<file path="config.mk">
export PLATFORM = sky130hd
export DESIGN_NAME = uart_cmd_arbiter
export DESIGN_NICKNAME = d
export VERILOG_FILES = /design/src/rtl/uart_cmd_arbiter.sv
export SDC_FILE = /design/constraint.sdc
export NUM_CORES = 1
export LEC_CHECK = 0
export ABC_AREA = 1
export BUFFER_PORTS_ARGS = -buffer_cell sky130_fd_sc_hd__buf_2
export CELL_PAD_IN_SITES_DETAIL_PLACEMENT = 0
export CELL_PAD_IN_SITES_GLOBAL_PLACEMENT = 2
export CORE_MARGIN = 2
export CORE_UTILIZATION = 27
export CTS_BUF_LIST = sky130_fd_sc_hd__clkbuf_16
export CTS_CLUSTER_DIAMETER = 150
export DETAILED_ROUTE_END_ITERATION = 10
export GPL_TIMING_DRIVEN = 0
export PLACE_DENSITY = 0.86
export SYNTH_ARGS = -nofsm -noshare
export SYNTH_HDL_FRONTEND = slang
export SYNTH_SLANG_ARGS = --single-unit
</file>
<file path="constraint.sdc">
create_clock -name clk -period 3.2 [get_ports clk]
set_input_delay 0.16 -clock clk [delete_from_list [all_inputs] [get_ports clk]]
set_output_delay 0.16 -clock clk [all_outputs]
set_load 0.005 [all_outputs]
</file>
<file path="src/rtl/uart_cmd_arbiter.sv">
`default_nettype none
// ============================================================================
// Module   : uart_cmd_arbiter
// Brief    : Round-robin arbiter that serialises multi-byte commands, MSB byte
//            first, onto one valid/ready byte stream with an idle gap between.
// Revision : 1.0 - initial release
// ============================================================================
module uart_cmd_arbiter #(
    parameter int NUM_REQ    = 4,
    parameter int CMD_WIDTH  = 16,
    parameter int GAP_CYCLES = 16,
    localparam int c_ID_W    = (NUM_REQ > 1) ? $clog2(NUM_REQ) : 1
) (
    input  logic                         clk,
    input  logic                         rst,
    input  logic [NUM_REQ*CMD_WIDTH-1:0] req_cmd,
    input  logic [NUM_REQ-1:0]           req_vld,
    output logic [NUM_REQ-1:0]           req_rdy,
    output logic [7:0]                   byte_data,
    output logic                         byte_vld,
    input  logic                         byte_rdy,
    output logic [c_ID_W-1:0]            grant_id,
    output logic                         busy
);

    localparam int c_NUM_BYTES = CMD_WIDTH / 8;
    localparam int c_CNT_W     = (c_NUM_BYTES > 1) ? $clog2(c_NUM_BYTES) : 1;
    localparam int c_GAP_W     = (GAP_CYCLES > 0) ? $clog2(GAP_CYCLES + 1) : 1;

    localparam logic [c_CNT_W-1:0] c_LAST_BYTE = c_CNT_W'(c_NUM_BYTES - 1);
    localparam logic [c_GAP_W-1:0] c_GAP_LOAD  = c_GAP_W'((GAP_CYCLES > 0) ? GAP_CYCLES - 1 : 0);

    typedef enum logic [1:0] {
        S_IDLE = 2'd0,
        S_SEND = 2'd1,
        S_GAP  = 2'd2
    } state_t;

    state_t                 r_state;
    logic [c_ID_W-1:0]      r_ptr;
    logic [c_ID_W-1:0]      r_grant_id;
    logic [CMD_WIDTH-1:0]   r_shift;
    logic [c_CNT_W-1:0]     r_byte_cnt;
    logic [c_GAP_W-1:0]     r_gap_cnt;
    logic [7:0]             r_byte_data;
    logic                   r_byte_vld;

    logic [c_ID_W-1:0]      w_winner;
    logic [c_ID_W-1:0]      w_idx;
    logic [c_ID_W-1:0]      w_ptr_next;
    logic                   w_found;
    logic                   w_accept;
    logic [CMD_WIDTH-1:0]   w_win_cmd;

    // Search starts at r_ptr and wraps; the first pending requester wins.
    always_comb begin
        w_winner = '0;
        w_found  = 1'b0;
        w_idx    = '0;
        for (int k = 0; k < NUM_REQ; k++) begin
            w_idx = c_ID_W'((int'(r_ptr) + k) % NUM_REQ);
            if (!w_found && req_vld[w_idx]) begin
                w_found  = 1'b1;
                w_winner = w_idx;
            end
        end
    end

    assign w_ptr_next = c_ID_W'((int'(w_winner) + 1) % NUM_REQ);
    assign w_win_cmd  = req_cmd[int'(w_winner)*CMD_WIDTH +: CMD_WIDTH];
    assign w_accept   = (r_state == S_IDLE) && w_found;

    // The accept strobe is combinational, so it is also masked while reset is held.
    assign req_rdy   = (w_accept && !rst) ? (NUM_REQ'(1) << w_winner) : '0;
    assign byte_data = r_byte_data;
    assign byte_vld  = r_byte_vld;
    assign grant_id  = r_grant_id;
    assign busy      = (r_state != S_IDLE);

    always_ff @(posedge clk or posedge rst) begin
        if (rst) begin
            r_state     <= S_IDLE;
            r_ptr       <= '0;
            r_grant_id  <= '0;
            r_shift     <= '0;
            r_byte_cnt  <= '0;
            r_gap_cnt   <= '0;
            r_byte_data <= '0;
            r_byte_vld  <= 1'b0;
        end else begin
            case (r_state)
                S_IDLE: begin
                    if (w_accept) begin
                        r_byte_data <= w_win_cmd[CMD_WIDTH-1 -: 8];
                        r_shift     <= w_win_cmd << 8;
                        r_byte_vld  <= 1'b1;
                        r_byte_cnt  <= '0;
                        r_grant_id  <= w_winner;
                        r_ptr       <= w_ptr_next;
                        r_state     <= S_SEND;
                    end
                end
                S_SEND: begin
                    if (r_byte_vld && byte_rdy) begin
                        if (r_byte_cnt == c_LAST_BYTE) begin
                            r_byte_vld <= 1'b0;
                            if (GAP_CYCLES == 0) begin
                                r_state <= S_IDLE;
                            end else begin
                                r_gap_cnt <= c_GAP_LOAD;
                                r_state   <= S_GAP;
                            end
                        end else begin
                            r_byte_cnt  <= r_byte_cnt + 1'b1;
                            r_byte_data <= r_shift[CMD_WIDTH-1 -: 8];
                            r_shift     <= r_shift << 8;
                        end
                    end
                end
                S_GAP: begin
                    if (r_gap_cnt == '0) begin
                        r_state <= S_IDLE;
                    end else begin
                        r_gap_cnt <= r_gap_cnt - 1'b1;
                    end
                end
                default: begin
                    r_state    <= S_IDLE;
                    r_byte_vld <= 1'b0;
                end
            endcase
        end
    end

endmodule
`default_nettype wire

</file>
==> flow_summary.yaml, run 1 <==
finish:
  fill_cells: 974
  areaGrowthSynthToFinish_pct: 29.7
  final_nets: 542
  utilization: 0.355
  diodes: 0
  fin_area_um2: 3050
  drive_above_1_share: 0.264
critical_path:
  crit_required_ps: 3040
  cp_max_fo: 11
  crit_type: "reg2out"
  cp.arrival_ps: 2360
  startpoint_type: "register"
  end_kind: "output pin"
clock_network:
  cts.sinks: 29
  holdBufCountCts: 0
  htree_num_levels: 2
  postCtsSetupRepairBufs: 0
  clk_latency_ps: 270
  postCtsResizedCells: 0
  cts_tree: "built"
  clk_pin_slew_ps: 50
  cts_root_buf: "clkbuf_16"
  clockBufferDepth: 2
  numCtsBuffers: 5
global_route:
  gr-usage-all-layers: 0.149
  gr-total-overflow: 0
  grt_pass1_vias: 2490
  grt_pass1_wl_um: 11700
  antenna_found_initial: 0
  grt_max_degree: 31
power_and_ir_drop:
  p_per_area_nw_per_um2: 1280
  p_leak_nw: 1.77
  total_power_w: 0.00390
  peakVddDrop_mv: 0.354
logic_synthesis:
  synth_enable_flop_cells: 0
  async_reset_ff_frac: 1.00
  synth-seq-cells: 29
  avgSynthCellArea_um2: 6.31
  synth.distinct_cells: 28
  synthTopCellsByArea: "dfrtp_1 (31%), nand2_1 (21%), nand3_1 (12%), inv_1 (8.0%), nand4_1 (5.1%)"
  synthTopCellsByCount: "nand2_1 (134), nand3_1 (57), inv_1 (50)"
  postSynthCellCount: 373
  synth_fp_nets: 449
  syn_area_um2: 2350
  yosys_warnings: 0
  yosysTopAreaCell: "dfrtp_1"
  ys_seq_area_frac: 0.309
  synth.most_common_cell: "nand2_1"
  synthFlopType: "dfrtp_1"
  synth_top_area_frac: 0.309
drt:
  wl_um: 6950
  routedWlPerCell_um: 12.1
  remaining_drc_errors: 0
  viasPerCell: 4.48
  drtIter0Drc: 90
  ant_nets: 0
  first_pass_iters: 4
  num_vias: 2573
floorplanning:
  io_pins: 87
  rows: 34
  die_h_um: 97.3
  dieArea_um2: 9480
  coreArea_um2: 8590
  dieWidth_um: 97.3
  start_util: 0.274
place:
  gp_congestion: 0.785
  dpl-instance-area_um2: 2920
  hpwl_um: 5530
  portBuffers: 86
timing:
  rsz0062_at_grt: "no"
  hold_viol: 0
  fmax_ghz: 0.396
  fin_skew_ps: 3.98
  relSlewSlack: 0.268
  tightest_slew_ps: 1100
  post-route-period-util: 0.789
  fin_crit_ps: 2520
  setup_viol: 0
  holdWs_ps: 161
  slew_violations: 0
  setup_tns_ps: 0
job:
  drv_cap: 0
hold_path:
  hp-class: "in2async"
outcome:
  status: "finished clean"
[routing by layer]
layer,up-vias,share of wire,track usage
li1,1362,-,-
met1,1113,0.49,0.208
met2,93,0.44,0.241
met3,5,0.062,0.0223
met4,0,0.011,0.0385
met5,-,0,0
[power by group]
part / leakage (nW) / switching (W) / internal [W] / total (W)
combinational: 1.36 / 0.00180 / 0.00101 / 0.00281
clock: 0.0685 / 0.000144 / 0.000276 / 0.000420
sequential: 0.347 / 0.000108 / 0.000555 / 0.000663
[final timing paths]
kind                                     startpoint                       end  slack, ps  depth (start not counted)
hold / removal                                  rst  byte_data[3]$_DFFE_PP0P_        160                          2
setup / recovery               r_ptr[0]$_DFFE_PP0P_                req_rdy[0]        680                         13
max in group asynchronous                       rst   grant_id[1]$_DFFE_PP0P_       2380                          2
min in group clk                        req_cmd[53]   r_shift[13]$_DFFE_PP0P_        220                          5
hold reg to reg            r_gap_cnt[4]$_DFFE_PP0P_  r_gap_cnt[4]$_DFFE_PP0P_        470                          1
setup reg to reg               r_ptr[0]$_DFFE_PP0P_      r_ptr[1]$_DFFE_PP0P_       1020                         13
[final cells by class]
class	count	area, µm²	share of cell area
Clock buffer	5	125	0.0410
Multi-Input combinational cell	273	1290	0.423
Sequential cell	29	726	0.238
Buffer	14	111	0.0365
Timing Repair Buffer	86	430	0.141
Inverter	57	224	0.0734
Tap cell	108	135	0.0443
Clock inverter	2	7.51	0.00246
[through the flow]
stage | setup WS, ps | cells
5_1_grt | 506 | 574
3_3_place_gp | 947 | 567
2_1_floorplan | 1240 | 373
4_1_cts | 646 | 574
3_5_place_dp | 945 | 567
6_report | 676 | 574
[layout by cell type, fill, tap and decap left out, drive strengths merged]
master,synthesis,final
buf,13,99
inv,56,57
clkinv,1,2
a21oi,2,2
nand3,60,60
o21bai,1,1
ha,5,5
nor2,31,31
clkbuf,1,6
dfrtp,29,29
o22ai,1,1
nand4,19,19
o21ai,10,10
or2,1,1
nor3,1,1
a31oi,1,1
nand2,141,141
[flip-flops by register name, summed over array words and instances (netlist names)]
register / flops
byte_data: 8
byte_vld: 1
grant_id: 2
r_byte_cnt: 1
r_gap_cnt: 5
r_ptr: 2
r_shift: 8
r_state: 2
[worst max-delay path, cell delays in order (launching register included)]
cell	delay [ps]
dfrtp_1	360
buf_6	140
inv_6	90
nand2_1	70
nand3_1	110
nand2_2	100
nor2_4	160
nand4_1	150
nand2_4	180
buf_2	270
ha_1	180
inv_1	40
nor2_1	100
buf_2	130
[logic make-up after synthesis]
group                    count (synthesis)  synth area share
adder cells (fa/ha/maj)                  5            0.0266
flip-flops                              29             0.309
AND/OR/NAND/NOR                        253             0.488
AO/OA/AOI/OAI                           15            0.0340
buffers and inverters                   71             0.143
Note: power is estimated with default switching activity, not from simulation.
==> run 2, diff against run 1 <==
--- a/config.mk
+++ b/config.mk
@@ -5,7 +5,7 @@
 export SDC_FILE = /design/constraint.sdc
 export NUM_CORES = 1
 export LEC_CHECK = 0
-export ABC_AREA = 1
+export ABC_AREA = 0
 export BUFFER_PORTS_ARGS = -buffer_cell sky130_fd_sc_hd__buf_2
 export CELL_PAD_IN_SITES_DETAIL_PLACEMENT = 0
 export CELL_PAD_IN_SITES_GLOBAL_PLACEMENT = 2
@@ -15,7 +15,7 @@
 export CTS_CLUSTER_DIAMETER = 150
 export DETAILED_ROUTE_END_ITERATION = 10
 export GPL_TIMING_DRIVEN = 0
-export PLACE_DENSITY = 0.86
+export PLACE_DENSITY = 0.81
 export SYNTH_ARGS = -nofsm -noshare
 export SYNTH_HDL_FRONTEND = slang
 export SYNTH_SLANG_ARGS = --single-unit
==> constraint.sdc (replaced) <==
create_clock -name clk -period 2.37 [get_ports clk]
set_input_delay 0.1185 -clock clk [delete_from_list [all_inputs] [get_ports clk]]
set_output_delay 0.1185 -clock clk [all_outputs]
set_load 0.005 [all_outputs]
==> flow_summary.yaml, run 2 <==
drt:
  viasPerCell: 4.59
  remaining_drc_errors: 0
  wl_um: 5170
  ant_nets: 0
  num_vias: 1804
  routedWlPerCell_um: 13.2
  first_pass_iters: 4
  drtIter0Drc: 58
critical_path:
  worstSetupStartpoint: "r_ptr[1]$_DFFE_PP0P_"
  r2r_end: "byte_data[7]$_DFFE_PP0P_"
  reg2reg_depth: 8
  crit_required_ps: 2250
  worst-r2r-setup-slack_ps: 250
  cp.arrival_ps: 2010
  crit_type: "reg2out"
  end_kind: "output pin"
  startpoint_type: "register"
  crit_end: "req_rdy[0]"
  cp_max_fo: 17
  worstReg2RegStart: "r_ptr[1]$_DFFE_PP0P_"
timing:
  post-route-period-util: 0.900
  rsz0062_at_grt: "no"
  fmax_ghz: 0.469
  hold_viol: 0
  slew_violations: 0
  setup_tns_ps: 0
  tightest_slew_ps: 601
  fin_crit_ps: 2130
  fin_skew_ps: 3.05
  relSlewSlack: 0.598
  setup_viol: 0
hold_path:
  hp-class: "in2reg"
  hold_start: "byte_rdy"
clock_network:
  cts.sinks: 29
  numCtsBuffers: 5
  postCtsSetupRepairBufs: 0
  clk_latency_ps: 270
  htree_num_levels: 2
  clk_pin_slew_ps: 50
  cts_root_buf: "clkbuf_16"
  cts_tree: "built"
  clockBufferDepth: 2
job:
  drv_cap: 0
logic_synthesis:
  postSynthCellCount: 202
  synthFlopType: "dfrtp_1"
  async_reset_ff_frac: 1.00
  synth_fp_nets: 278
  avgSynthCellArea_um2: 9.45
  synth.distinct_cells: 34
  yosys_warnings: 0
  synth_top_area_frac: 0.380
  ys_seq_area_frac: 0.380
  yosysTopAreaCell: "dfrtp_1"
  synth_enable_flop_cells: 0
  synth.most_common_cell: "mux2i_1"
  synth-seq-cells: 29
  synthTopCellsByCount: "mux2i_1 (40), nand2_1 (35), dfrtp_1 (29)"
  syn_area_um2: 1910
  synthTopCellsByArea: "dfrtp_1 (38%), mux2i_1 (21%), nand2_1 (6.9%), a221o_1 (4.2%), a32o_1 (4.2%)"
finish:
  seq_area_um2: 726
  stdcell_count: 393
  most-common-layout-cells: "buf_2 (88), mux2i_1 (40), nand2_1 (35)"
  multi_input_area_um2: 1070
  final_nets: 372
  fill_cells: 734
  drive_above_1_share: 0.350
  diodes: 0
  layout_commonest_cell: "buf_2"
  areaGrowthSynthToFinish_pct: 37.8
floorplanning:
  dieArea_um2: 7760
  die_h_um: 88.1
  dieWidth_um: 88.1
  io_pins: 87
  coreArea_um2: 6830
  start_util: 0.279
  rows: 30
power_and_ir_drop:
  p_per_area_nw_per_um2: 1040
  peakVddDrop_mv: 0.315
  p_leak_nw: 1.37
global_route:
  grt_pass1_vias: 1771
  grtUsageMet2: 0.216
  gr-total-overflow: 0
  use_met1: 0.191
  gr-usage-all-layers: 0.138
  grt_pass1_wl_um: 8370
  grt_busiest_layer: "met2"
  antenna_found_initial: 0
  grt_max_degree: 34
  globalRouteMet3Util: 0.0311
place:
  gp_congestion: 0.784
  hpwl_um: 3890
  portBuffers: 86
  dp.cells: 384
outcome:
  status: "finished clean"
run 2: changes by cell type after synthesis, moves of 6 or more:
cell and delta:
and3_1 +6, nand3_1 -55, a32o_1 +8, nand2_1 -99, mux2i_1 +40, nand4_1 -18
nor2_1 -14, a221o_1 +8, inv_1 -43
run 2: worst min path at each step:
stage                               endpoint  depth (start not counted)
CTS                   r_byte_cnt$_DFFE_PP0P_                          3
finish                r_byte_cnt$_DFFE_PP0P_                          3
global route          r_byte_cnt$_DFFE_PP0P_                          3
global placement      r_byte_cnt$_DFFE_PP0P_                          3
detailed placement    r_byte_cnt$_DFFE_PP0P_                          3
floorplan           byte_data[0]$_DFFE_PP0P_                          1
run 2: area by class of cell:
| cell class | count | share of cell area |
|---|---|---|
| inverter | 8 | 0.0124 |
| clock inverter | 3 | 0.00523 |
| tap | 96 | 0.0457 |
| multi-input combinational | 153 | 0.407 |
| timing repair buffer | 88 | 0.178 |
| buffer | 11 | 0.0281 |
| sequential | 29 | 0.276 |
| clock buffer | 5 | 0.0476 |
run 2: cell families after synthesis:
logic type / count (synthesis) / share of synthesized area
buffers and inverters: 20 / 0.0584
adder cells (fa/ha/maj): 5 / 0.0328
AND/OR/NAND/NOR: 70 / 0.167
multiplexers: 40 / 0.210
flip-flops: 29 / 0.380
XOR/XNOR: 1 / 0.00459
AO/OA/AOI/OAI: 37 / 0.147
run 2: power breakdown:
part	leakage [nW]	switching (W)	total (W)	internal (W)
logic	0.950	0.000682	0.00130	0.000623
registers	0.346	0.000138	0.000835	0.000696
clock network	0.0748	0.000208	0.000588	0.000380
run 2: per-stage QoR:
stage | setup slack (ps) | util | power [W] | hold slack (ps) | instance area, µm²
floorplan | 566 | - | 0.00174 | 218 | 1910
finish | 237 | 0.385 | 0.00273 | 161 | 2630
CTS | 81.6 | 0.380 | 0.00277 | 160 | 2600
global route | 76.5 | 0.385 | 0.00298 | 196 | 2630
detailed placement | 194 | 0.360 | 0.00216 | 437 | 2460
global placement | 229 | 0.360 | 0.00215 | 435 | 2460
run 2: layer usage:
layer | vias up | wire length (µm)
met5 | - | 0
met4 | 0 | 34
met3 | 2 | 389
met2 | 68 | 2270
met1 | 816 | 2480
li1 | 918 | -
run 2: timing repair:
| action | 4_1_cts | 5_1_grt |
|---|---|---|
| endpoints found under the setup margin | 2 | 3 |
| pin swaps | 0 | 0 |
| hold buffers | 0 | 1 |
| gates resized for setup | 1 | 1 |
| hold endpoints to repair | 0 | 8 |
run 2: worst max-delay path, cell delays in order (launching register included):
cell,delay (ps)
dfrtp_1,430
a21o_1,180
a21oi_1,160
o22a_1,170
buf_6,230
inv_1,120
ha_1,180
and3_1,150
buf_2,120
==> run 3, diff against run 2 <==
==> constraint.sdc (replaced) <==
create_clock -name clk -period 2.37 [get_ports clk]
set_input_delay 0.1185 -clock clk [delete_from_list [all_inputs] [get_ports clk]]
set_output_delay 0.1185 -clock clk [all_outputs]
set_load 0.1 [all_outputs]
==> flow_summary.yaml, run 3 (same netlist as run 2, synthesis figures left out) <==
drt:
  remaining_drc_errors: 0
  ant_nets: 0
  num_vias: 1786
  first_pass_iters: 4
  drtIter0Drc: 77
  viasPerCell: 4.49
  routedWlPerCell_um: 13.3
  wl_um: 5280
critical_path:
  crit_type: "reg2out"
  worst-r2r-setup-slack_ps: 260
  end_kind: "output pin"
  r2r_end: "byte_data[7]$_DFFE_PP0P_"
  startpoint_type: "register"
  worstReg2RegStart: "r_ptr[1]$_DFFE_PP0P_"
  reg2reg_depth: 8
  cp_max_fo: 17
  cp.arrival_ps: 2110
  crit_required_ps: 2250
power_and_ir_drop:
  p_per_area_nw_per_um2: 1340
  p_leak_nw: 1.41
  peakVddDrop_mv: 0.335
timing:
  relSlewSlack: 0.487
  holdWs_ps: -13.1
  post-route-period-util: 0.940
  setup_viol: 0
  slew_violations: 0
  rsz0062_at_grt: "no"
  fin_skew_ps: 4.99
  tightest_slew_ps: 769
  fin_crit_ps: 2230
  setup_tns_ps: 0
  fmax_ghz: 0.449
  hold_viol: 16
finish:
  layout_commonest_cell: "buf_2"
  most-common-layout-cells: "buf_2 (84), mux2i_1 (40), nand2_1 (35)"
  diodes: 0
  utilization: 0.398
  areaGrowthSynthToFinish_pct: 42.6
  drive_above_1_share: 0.377
  final_nets: 377
clock_network:
  clk_pin_slew_ps: 50
  numCtsBuffers: 5
  cts_root_buf: "clkbuf_16"
  htree_num_levels: 2
  clk_latency_ps: 270
  cts_tree: "built"
  cts.sinks: 29
  clockBufferDepth: 2
  holdBufCountCts: 0
job:
  drv_cap: 0
floorplanning:
  rows: 30
  die_h_um: 88.1
  dieArea_um2: 7760
  start_util: 0.279
  coreArea_um2: 6830
  dieWidth_um: 88.1
  io_pins: 87
place:
  gp_congestion: 0.685
  portBuffers: 86
  hpwl_um: 3930
outcome:
  status: "complete, but fails checks"
  violations: "hold timing"
global_route:
  antenna_found_initial: 0
  grt_max_degree: 34
  grt_pass1_vias: 1707
  grt_busiest_layer: "met2"
  grtUsageMet2: 0.215
  gr-total-overflow: 0
  use_met1: 0.186
  globalRouteMet3Util: 0.0377
  grt_pass1_wl_um: 8240
  gr-usage-all-layers: 0.137
hold_path:
  hp-class: "in2async"
-- run 3: changes by cell type in the layout (fill, tap and decap cells not counted) --
cell	before	now
bufinv_16	0	1
buf_2	88	84
clkbuf_1	3	2
and3_1	6	2
clkinv_2	2	0
dlygate4sd3_1	1	0
buf_4	2	10
buf_6	3	4
buf_12	0	1
and3_2	0	4
clkinv_1	0	1
clkbuf_2	0	1
-- run 3: worst max-delay path by stage --
stage	from	to	slack [ps]	cells after the start
3_5_place_dp	r_ptr[0]$_DFFE_PP0P_	req_rdy[2]	50	8
4_1_cts	r_ptr[0]$_DFFE_PP0P_	req_rdy[2]	20	8
6_report	r_ptr[1]$_DFFE_PP0P_	req_rdy[0]	140	8
3_3_place_gp	r_ptr[0]$_DFFE_PP0P_	req_rdy[0]	20	8
2_1_floorplan	r_state[1]$_DFFE_PP0P_	req_rdy[0]	70	4
5_1_grt	r_ptr[1]$_DFFE_PP0P_	req_rdy[0]	7	8
-- run 3: metal layers --
layer | wire length [µm] | up-vias
met3 | 373 | 2
li1 | - | 918
met5 | 0 | -
met2 | 2320 | 69
met1 | 2550 | 797
met4 | 43 | 0
-- run 3: worst max-delay path: stages (launching register included) --
cell	delay [ps]
dfrtp_1	430
a21o_1	170
a21oi_1	140
o22a_1	160
buf_6	230
inv_1	110
ha_1	180
and3_2	180
buf_4	230
-- run 3: repair_timing --
| item | 4_1_cts | 5_1_grt |
|---|---|---|
| gates cloned | 0 | 0 |
| gates resized for setup | 6 | 2 |
| setup endpoints to repair | 4 | 4 |
| setup buffers | 0 | 6 |
-- run 3: metrics by stage --
| step | setup WS, ps | total power, W | area (µm²) | std cells |
|---|---|---|---|---|
| after floorplan | 66.4 | 0.00248 | 1910 | 202 |
| after global placement | 19.6 | 0.00290 | 2460 | 384 |
| after detailed placement | 53.0 | 0.00291 | 2460 | 384 |
| after CTS | 23.7 | 0.00360 | 2630 | 391 |
| after global routing | 6.55 | 0.00389 | 2720 | 398 |
| final | 142 | 0.00365 | 2720 | 398 |
-- run 3: layout make-up --
type,count,area (µm²)
inverter,8,32.5
multi-input combinational,153,1080
timing repair buffer,93,529
fill,732,4110
clock buffer,5,125
buffer,11,75.1
tap,96,120
sequential,29,726
clock inverter,3,37.5
-- run 3: report_power, final --
part           total (W)  internal, W  switching (W)
logic            0.00213     0.000698        0.00144
registers       0.000832     0.000696       0.000136
clock network   0.000687     0.000486       0.000200
total            0.00365      0.00188        0.00177
